[src/rtl/sweep_ctrl_pkg.sv]
// Shared definitions for the sweep controller: state encoding and default widths.
package sweep_ctrl_pkg;

    localparam int CW_DEF = 4;
    localparam int DW_DEF = 4;

    typedef enum logic [2:0] {
        S_IDLE     = 3'd0,
        S_SEEK     = 3'd1,
        S_UP       = 3'd2,
        S_DWELL_HI = 3'd3,
        S_DOWN     = 3'd4,
        S_DWELL_LO = 3'd5,
        S_DONE     = 3'd6
    } state_t;

endpackage

[src/rtl/sweep_ctrl_dwell_timer.sv]
// Endpoint hold timer: loads a cycle count and counts it down to zero.
module dwell_timer
    import sweep_ctrl_pkg::*;
#(
    parameter int DW = DW_DEF
) (
    input  logic          clk,
    input  logic          rst_n,
    input  logic          load,
    input  logic [DW-1:0] load_val,
    output logic          expired
);

    logic [DW-1:0] remain;

    always_ff @(posedge clk) begin
        if (!rst_n) begin
            remain <= '0;
        end else if (load) begin
            remain <= load_val;
        end else if (remain != '0) begin
            remain <= remain - DW'(1);
        end
    end

    // Loaded with dwell on the entry edge, so the hold lasts dwell+1 cycles.
    assign expired = (remain == '0);

endmodule

[src/rtl/sweep_ctrl.sv]
// Drives an external up/down counter back and forth between lo and hi,
// holding at each endpoint, for a fixed or unbounded number of sweeps.
module sweep_ctrl
    import sweep_ctrl_pkg::*;
#(
    parameter int CW = CW_DEF,
    parameter int DW = DW_DEF
) (
    input  logic          clk,
    input  logic          rst_n,
    input  logic          start,
    input  logic          abort,
    input  logic [CW-1:0] lo,
    input  logic [CW-1:0] hi,
    input  logic [DW-1:0] dwell,
    input  logic [DW-1:0] sweeps,
    input  logic [CW-1:0] cnt_in,
    output logic          cnt_en,
    output logic          mode,
    output logic          busy,
    output logic          done,
    output logic          err,
    output logic [DW-1:0] sweep_cnt
);

    state_t        state;
    logic [CW-1:0] lo_q;
    logic [CW-1:0] hi_q;
    logic [CW-1:0] cnt_prev;
    logic [DW-1:0] dwell_q;
    logic [DW-1:0] sweeps_q;
    logic [DW-1:0] sweep_nxt;
    logic [1:0]    stall_cnt;
    logic          moving;
    logic          at_target;
    logic          stalled;
    logic          dwell_load;
    logic          dwell_exp;

    always_comb begin
        moving    = 1'b0;
        at_target = 1'b0;
        case (state)
            S_SEEK, S_DOWN: begin
                moving    = 1'b1;
                at_target = (cnt_in == lo_q);
            end
            S_UP: begin
                moving    = 1'b1;
                at_target = (cnt_in == hi_q);
            end
            default: begin
                moving    = 1'b0;
                at_target = 1'b0;
            end
        endcase
    end

    // Gated by the live target compare so the counter never steps past an endpoint.
    assign cnt_en     = rst_n && !abort && moving && !at_target;
    assign stalled    = cnt_en && (cnt_in == cnt_prev);
    assign dwell_load = !abort && at_target && ((state == S_UP) || (state == S_DOWN));
    assign sweep_nxt  = sweep_cnt + DW'(1);

    dwell_timer #(
        .DW(DW)
    ) u_dwell (
        .clk     (clk),
        .rst_n   (rst_n),
        .load    (dwell_load),
        .load_val(dwell_q),
        .expired (dwell_exp)
    );

    always_ff @(posedge clk) begin
        if (!rst_n) begin
            state     <= S_IDLE;
            mode      <= 1'b1;
            busy      <= 1'b0;
            done      <= 1'b0;
            err       <= 1'b0;
            sweep_cnt <= '0;
            lo_q      <= '0;
            hi_q      <= '0;
            dwell_q   <= '0;
            sweeps_q  <= '0;
            stall_cnt <= '0;
            cnt_prev  <= '0;
        end else begin
            done      <= 1'b0;
            err       <= 1'b0;
            cnt_prev  <= cnt_in;
            stall_cnt <= stalled ? stall_cnt + 2'd1 : 2'd0;

            if ((state != S_IDLE) && abort) begin
                state <= S_IDLE;
                busy  <= 1'b0;
            end else if (stalled && (stall_cnt == 2'd2)) begin
                // Third consecutive request the counter ignored.
                state     <= S_IDLE;
                busy      <= 1'b0;
                err       <= 1'b1;
                stall_cnt <= 2'd0;
            end else begin
                case (state)
                    S_IDLE: begin
                        if (start) begin
                            if (lo < hi) begin
                                lo_q      <= lo;
                                hi_q      <= hi;
                                dwell_q   <= dwell;
                                sweeps_q  <= sweeps;
                                sweep_cnt <= '0;
                                mode      <= (cnt_in < lo);
                                busy      <= 1'b1;
                                state     <= S_SEEK;
                            end else begin
                                err <= 1'b1;
                            end
                        end
                    end
                    S_SEEK: begin
                        if (at_target) begin
                            mode  <= 1'b1;
                            state <= S_UP;
                        end
                    end
                    S_UP: begin
                        if (at_target) begin
                            state <= S_DWELL_HI;
                        end
                    end
                    S_DWELL_HI: begin
                        if (dwell_exp) begin
                            mode  <= 1'b0;
                            state <= S_DOWN;
                        end
                    end
                    S_DOWN: begin
                        if (at_target) begin
                            state <= S_DWELL_LO;
                        end
                    end
                    S_DWELL_LO: begin
                        if (dwell_exp) begin
                            sweep_cnt <= sweep_nxt;
                            // sweeps_q == 0 means run until aborted.
                            if ((sweeps_q != '0) && (sweep_nxt == sweeps_q)) begin
                                done  <= 1'b1;
                                state <= S_DONE;
                            end else begin
                                mode  <= 1'b1;
                                state <= S_UP;
                            end
                        end
                    end
                    S_DONE: begin
                        busy  <= 1'b0;
                        state <= S_IDLE;
                    end
                    default: begin
                        busy  <= 1'b0;
                        state <= S_IDLE;
                    end
                endcase
            end
        end
    end

endmodule

[config.mk]
export PLATFORM = sky130hd
export DESIGN_NAME = sweep_ctrl
export DESIGN_NICKNAME = d
export VERILOG_FILES = /design/src/rtl/sweep_ctrl_pkg.sv /design/src/rtl/sweep_ctrl_dwell_timer.sv /design/src/rtl/sweep_ctrl.sv
export SDC_FILE = /design/constraint.sdc
export NUM_CORES = 1
export LEC_CHECK = 0
export ABC_AREA = 0
export CORE_MARGIN = 3
export CORE_UTILIZATION = 54
export CTS_CLUSTER_DIAMETER = 60
export DETAILED_ROUTE_END_ITERATION = 16
export PLACE_DENSITY = 0.84
export SETUP_SLACK_MARGIN = 0.2
export SKIP_CTS_REPAIR_TIMING = 1
export SYNTH_ARGS = -nofsm -noshare
export SYNTH_HDL_FRONTEND = slang
export SYNTH_SLANG_ARGS = --single-unit
export TNS_END_PERCENT = 1
[constraint.sdc]
create_clock -name clk -period 3.8 [get_ports clk]
set_input_delay 0.57 -clock clk [delete_from_list [all_inputs] [get_ports clk]]
set_output_delay 0.57 -clock clk [all_outputs]
set_load 0.05 [all_outputs]
; ---- Yosys cells after proc, flatten, opt, wreduce, memory -nomap -nowiden
; Index checks and enable logic that the tools add are counted.
; Widths: inputs -> output; s select.
[totals]
ff_bits = 37
output_inout_bits = 9
[op_classes]
n_eq_ne = 18
magnitude_cmp = 2
mux = 35
addsub = 3
n_bitwise = 6
reduce_logical = 31
[op_table]
columns = operator, n
row1 = $mux 3, 8
row2 = $mux 4, 5
row3 = $pmux 3 s6, 1
row4 = $eq 4x4->1, 4
row5 = $ne 2x2->1 const B, 8
row6 = $mux 1, 14
row7 = $reduce_bool 4->1, 3
row8 = $reduce_or 5->1, 2
row9 = $logic_and 1x1->1, 9
row10 = $reduce_and 9->1, 1
row11 = $lt 4x4->1, 2
row12 = $pmux 4 s2, 1
row13 = $reduce_and 7->1, 1
row14 = $eq 3x2->1 const B, 2
row15 = $eq 3x3->1 const B, 2
row16 = $mux 2, 3
row17 = $not 1->1, 6
row18 = $reduce_and 6->1, 1
row19 = $reduce_or 3->1, 2
row20 = $reduce_and 5->1, 1
row21 = $add 4x1->4 const B, 1
row22 = $logic_not 4->1, 1
row23 = $pmux 1 s2, 2
row24 = $pmux 1 s4, 1
row25 = 11 further kinds, 14

; ---- Longest topological paths before layout
; Gate-level depths: netlist (run 1).
[logic_depth]
depth_word = 9
depth_mapped = 9
mapped_depth_nobuf = 8

; ---- Cells and area by module
; A second synthesis (run 1) with hierarchy kept.
[hier_totals]
cells_unflattened = 258
area_unflattened_um2 = 2184.6
[modules_own_cells]
columns = module, cells_each, area_per_inst_um2, seq_area_each_um2, n_inst
row1 = sweep_ctrl, 235, 1954.4, 660.6, 1
row2 = dwell_timer, 23, 230.2, 80.1, 1

; ---- Worst setup path before layout (run 1)
; OpenSTA, ideal clock, no wires.
[synth_timing]
kind = reg-to-output
startpoint = reg state[2]
endpoint = out cnt_en
t_required_ns = 3.230
n_path_buf = 1
stages_incl_launch_ff = 7
arrival_time_ns = 1.947
slack_ns = 1.283
path_cell_list = dfxtp_1 -> or3b_1 -> buf_2 -> and4_1 -> o221ai_2 -> and2_4 -> and3_1
[synth_via]
elab_chain_len = 5
elab_cells_between_ends = 10
cone_classes = eq/ne: 3 / mux: 2 / reduce/logical: 5
[synth_lines]
columns = element, line
row1 = "start, declared", sweep_ctrl.sv:26  ; state_t state;
row2 = "start signal, assigned", sweep_ctrl.sv:77  ; state <= S_IDLE;
row3 = "start signal, assigned", sweep_ctrl.sv:96  ; state <= S_IDLE;
row4 = "start signal, assigned", sweep_ctrl.sv:100  ; state <= S_IDLE;
row5 = "$eq 3x3->1, or another cell as far along", sweep_ctrl.sv:43  ; case (state)
row6 = $reduce_or 2->1 or $reduce_or 3->1 (tied branches), n/a
row7 = $pmux 1 s2 or $mux 1 (tied branches), sweep_ctrl.sv:43
row8 = $logic_not 1->1 or $logic_and 1x1->1 (tied branches), sweep_ctrl.sv:60  ; assign cnt_en = rst_n && !abort && moving && !at_target;
row9 = $logic_and 1x1->1 (*), sweep_ctrl.sv:60
row10 = "end, declared", sweep_ctrl.sv:18  ; output logic cnt_en,
; Every way passes the cells marked *; elsewhere a longest branch is shown, timed or not.

; ---- Worst setup path in the final report (run 1)
[layout_timing]
startpoint = reg state[1]
endpoint = out cnt_en
; The elaborated chain is that of the path after synthesis.

==> summary.md, run 1 <==
| Metric | Value |
|---|---|
| Post-Synthesis Cell Area | around 2100 µm² |
| Rows | 22 |
| Clock transition at path regs | 0.07 ns |
| Worst slew margin | 59.4% |
| PortBufs | 32 |
| Max FO, Critical Path | 13 |
| Tmin final | 3.09 ns |
| Finished Core Util | a little over two thirds |
| Int Pwr | 861 µW |
| Vias in the first global route | 1599 |
| Post-synth cell types | 37 |
| CTS Buf Count | 5 |
| Ys flop type | dfxtp_1 |
| Final nets | 303 |
| Sw Ratio | 36.2% |
| Period utilization | 81.3% |
| Cell Area, Placed | about 2500 µm² |
| WS Path Type | flop to primary output |
| Clock share of power | 22.2% |
| Actual slew at the worst max-slew pin | slightly above 0.6 ns |
| Wirelength, routed | about 4300 µm |
| Final setup viols | 0 |
| Die width | 68.8 µm |
| Asr flop ratio synth | 0% |
| Max Cap Viol | 0 |
| Startpoint types | flop |
| Outcome | finished clean |
| Worst hold slack | ~0.43 ns |
| Logic pwr share | between 30% and 40% |
| Post-DP HPWL | 3300 µm |
| Worst Setup End Kind | primary output |
| First-pass DRT Iterations | 4 |
| WP data arrival | 2.52 ns |
| Vias | 1735 |
| Final std cell area, no fill | 2610 µm² |
| Crit path largest cell delay | about 0.58 ns |
| Final hold vios | 0 |
| Final Non-Filler Cells | 319 |
| Lkg Pwr | 0.992 nW |
| Global-route wire length before repair | 7160 µm |
| DIE AREA | approximately 4700 µm² |
| Clk Latency, worst-skew pair | between 0.2 and 0.3 ns |
| Commonest non-fill, non-tap cell in the layout | dfxtp_1 |
| Initial antenna violation count | 0 |
| CTS root buf | clkbuf_8 |
| Total gr overflow | 0 |
| Initial Util | 57.2% |
| Routability cong. | 0.885 |
| Residual DRC | 0 |
| Wire length per cell | 13.6 µm |
| Clock Skew | 0.00639 ns |
| EDFF count, synth | 0 |
| VDD IR max | 0.000264 V |
| Power per cell area | 517 nW/µm² |
| Pin count of the biggest net entering global routing | 23 |
| Critical path's slowest cell | dfxtp_1 |
| Synth warnings | 0 |
| Die height | 68.8 µm |
| Diode count | 0 |
| RSZ-0062 raised after global routing | no |
| Setup tns final | 0 ns |
| CTS Buffer Depth | 2 |
| Power Total | roughly 1.3 mW |
| Via-per-instance ratio | 5.44 |
| Total GRT Usage | roughly 20% |
| H-tree level count | 2 |
| Setup ws final | 0.710 ns |
| Area growth from synthesis to layout | 22.6% |
| Post-Synthesis Cells | 238 |
| DRT iter0 DRCs | roughly 110 |
| Flop pwr share | a little under two fifths |
| Share of cells above drive strength 1 | 7.01% |
| I/O Pins | 33 |
| Placed Cells | 311 |
| CTS Sinks | 37 |
| Hold WC Path Type | flop to flop |
| Seq/Total Area, Yosys | 34.8% |
| Commonest cells after routing, fill and taps aside | 37 x dfxtp_1, 31 x clkdlybuf4s50_1, 27 x nor2b_1 |
| Synth Area per Inst | 8.94 µm² |
| Routed Antenna Nets | 0 |
| Post-synthesis net count | ~270 |
| Core area | 3720 µm² |
| Data required, critical path | about 3.2 ns |
| Fill count | 291 |
| Psw | 489 µW |
| CP Cell Sequence | or3b_1 > and4_1 > o221ai_2 > and2_4 > and3_1 > buf_4 |
| Post-synthesis register bit count | 37 |
| Slew Limit Fails | 0 |
| Max Freq | 0.324 GHz |
| Post-place setup slack | ~0.77 ns |
| TritonCTS clock tree | yes |
## path summary, 6_finish.rpt
| check | start | cells past startpoint | to | slack [ns] |
|---|---|---|---|---|
| setup / recovery | state[1] | 6 | cnt_en | 0.71 |
| hold / removal | stall_cnt[0] | 1 | stall_cnt[0] | 0.43 |
| setup reg to reg | state[1] | 6 | u_dwell.remain[3] | 1.32 |
| hold reg to reg | stall_cnt[0] | 1 | stall_cnt[0] | 0.43 |
## worst max-delay path, delay by kind of cell (launching register included)
kind,cells,cell delay [ns]
AOI/OAI and AO/OA,1,0.32
buffers and inverters,1,0.19
DFF,1,0.58
and+or+nand+nor,4,1.14
## synthesized netlist by cell type (all sizes together) (3+ instances only)
library cell	number	area [µm²]
nor2	8	30.0
ha	9	113
nor3b	3	22.5
nand2b	3	18.8
xnor2	11	96.3
a21oi	8	40.0
and4	3	26.3
nand2	15	56.3
o21ai	8	40.0
dfxtp	37	741
mux2i	22	220
a211o	3	26.3
and2	6	40.0
nor3	10	50.1
inv	13	48.8
nand3b	3	22.5
nand3	6	30.0
xor2	8	70.1
a211oi	5	37.5
a21boi	4	30.0
clkbuf	3	11.3
nor2b	27	169
a21o	3	22.5
buf	6	26.3
## kinds of logic after synthesis
group | count (synthesis) | synth area share [%]
adder cells (fa/ha/maj) | 9 | 5.29
flip-flops | 37 | 34.8
AND/OR/NAND/NOR | 91 | 25.6
multiplexers | 22 | 10.4
XOR/XNOR | 19 | 7.82
buffers and inverters | 22 | 4.06
AO/OA/AOI/OAI | 38 | 12.1
## sequential cells by signal, summed over array words and instances, names as in the netlist, 2 cells and up
name	flops
sweep_cnt	4
sweeps_q	4
dwell_q	4
lo_q	4
stall_cnt	2
cnt_prev	4
u_dwell.remain	4
state	3
hi_q	4
## routing by layer
| layer | GRT usage [%] | share of wire [%] | routed length (µm) |
|---|---|---|---|
| met4 | 8.03 | 2.3 | 99 |
| met1 | 27.2 | 47 | 2020 |
| met5 | 0 | 0 | 0 |
| met3 | 4.54 | 4.6 | 199 |
| met2 | 32.3 | 46 | 2010 |
## cell type report
class | count | area [µm²] | area share, %
Timing Repair Buffer | 34 | 345 | 13.2
Inverter | 13 | 48.8 | 1.87
Clock inverter | 1 | 5.00 | 0.192
Sequential cell | 37 | 741 | 28.4
Tap cell | 48 | 60.1 | 2.30
Multi-Input combinational cell | 179 | 1310 | 50.3
Clock buffer | 7 | 96.3 | 3.69
## power by group through the flow
stage	clock network [mW]	registers, mW	logic, mW
after floorplan	0	0.506	0.412
after global placement	0	0.518	0.528
after detailed placement	0	0.520	0.538
after CTS	0.309	0.512	0.540
after global routing	0.322	0.522	0.595
final	0.300	0.512	0.538
No activity file was read; power rests on OpenSTA's default activity.
==> run 2, diff against run 1 <==
- CORE_UTILIZATION: 54 -> 53
- PLACE_DENSITY: 0.84 -> 0.83
- clock period: 3.8 -> 2.9 ns (I/O delays scaled with it)
==> summary.md, run 2 (same netlist as run 1, synthesis figures left out) <==
| Metric | Value |
|---|---|
| Clock transition at path regs | 0.07 ns |
| H-tree level count | 2 |
| Actual slew at the worst max-slew pin | 0.518 ns |
| Worst slew margin | around 65% |
| Rows | 22 |
| Final Non-Filler Cells | 325 |
| Fill count | 305 |
| Final nets | just over 300 |
| Final std cell area, no fill | between 2000 and 3000 µm² |
| Vias in the first global route | 1681 |
| Share of cells above drive strength 1 | roughly 8.7% |
| Worst r2r src | state[2] |
| DRT iter0 DRCs | between 80 and 90 |
| Clock Skew | 0.00916 ns |
| Final setup viols | 0 |
| RSZ-0062 raised after global routing | no |
| Die width | 69.4 µm |
| Residual DRC | 0 |
| Setup ws final | approximately 0.34 ns |
| VDD IR max | 0.000513 V |
| Worst r2r path cells | 7 |
| Endpoint, Worst Hold | stall_cnt[0] |
| Placed Cells | between 300 and 400 |
| Wirelength, routed | 4240 µm |
| CTS Buffer Depth | 2 |
| Core area | between 3000 and 4000 µm² |
| Worst r2r dst | u_dwell.remain[2] |
| Commonest cells after routing, fill and taps aside | 37 x dfxtp_1, 31 x clkdlybuf4s50_1, 27 x nor2b_1 |
| Hold Path Depth | 1 |
| Via-per-instance ratio | between 5 and 6 |
| PortBufs | 32 |
| WP data arrival | 2.13 ns |
| Reg2reg setup slack | between 0.6 and 0.7 ns |
| CTS Sinks | 37 |
| Hold WC Path Type | flop to flop |
| Final hold vios | 0 |
| Setup tns final | 0 ns |
| Worst Setup End Kind | primary output |
| Die height | 69.4 µm |
| Post-place setup slack | 0.228 ns |
| Cell Area, Placed | 2550 µm² |
| Initial antenna violation count | 0 |
| Pin count of the biggest net entering global routing | 25 |
| Global-route wire length before repair | 7400 µm |
| Initial Util | approximately 56% |
| Routability cong. | about 0.89 |
| Min-delay src | stall_cnt[0] |
| Outcome | finished clean |
| CTS root buf | clkbuf_8 |
| DIE AREA | 4810 µm² |
| Diode count | 0 |
| I/O Pins | 33 |
| CTS Buf Count | 5 |
| Period utilization | between 80 and 90% |
| Max FO, Critical Path | 6 |
| Total GRT Usage | 18.6% |
| Total gr overflow | 0 |
| Commonest non-fill, non-tap cell in the layout | dfxtp_1 |
| Vias | 1768 |
| Max Freq | 0.390 GHz |
| Routed Antenna Nets | 0 |
| Startpoint types | input port |
| Wire length per cell | 13.1 µm |
| Max Cap Viol | 0 |
| Slew Limit Fails | 0 |
| Lkg Pwr | 1.03 nW |
| Clk Latency, worst-skew pair | 0.29 ns |
| TritonCTS clock tree | yes |
| Tmin final | 2.56 ns |
| WS Path Type | input port to primary output |
| Post-DP HPWL | between 3000 and 4000 µm |
| Area growth from synthesis to layout | 25.5% |
| Power Total | about 1.9 mW |
| First-pass DRT Iterations | 4 |
| Power per cell area | between 600 and 700 nW/µm² |
| Data required, critical path | 2.47 ns |
==> run 2: per-stage QoR <==
step / utilization (%) / hold slack (ns)
finish: 70.8 / 0.431
global route: 70.8 / 0.472
CTS: 70.8 / 0.444
detailed placement: 67.7 / 0.434
global placement: 67.7 / 0.408
floorplan: - / 0.399
==> run 2: worst max path at each step <==
| stage | start | end | slack [ns] |
|---|---|---|---|
| floorplan | state[2] | cnt_en | 0.52 |
| global placement | hi[2] | mode | 0.26 |
| detailed placement | hi[2] | mode | 0.23 |
| CTS | cnt_in[0] | cnt_en | 0.31 |
| global route | cnt_in[2] | cnt_en | 0.23 |
| finish | cnt_in[0] | cnt_en | 0.34 |
==> run 2: layer usage <==
metal	share of wire (%)	wire, µm	track usage, %
met2	47	1990	29.4
met1	46	1960	24.3
met3	5.4	230	4.20
met5	0	0	0
met4	1.4	61	7.59
==> run 2: final cells by class <==
type	instances	area, µm²	area share, %
clock buffer	7	86.3	3.23
clock inverter	1	30.0	1.13
inverter	13	48.8	1.83
multi-input combinational	179	1310	49.2
sequential	37	741	27.8
tap	48	60.1	2.25
timing repair buffer	40	390	14.6
==> run 2: critical path, cell delays in order <==
cell,delay (ns)
clkdlybuf4s50_1,0.52
xor2_1,0.22
nor4_4,0.28
o221ai_2,0.14
and2_4,0.18
and3_1,0.21
buf_12,0.15
==> run 2: power by group <==
group | switching, mW | total [mW] | internal, mW
clock | 0.176 | 0.456 | 0.280
sequential | 0.0455 | 0.628 | 0.583
combinational | 0.429 | 0.783 | 0.353
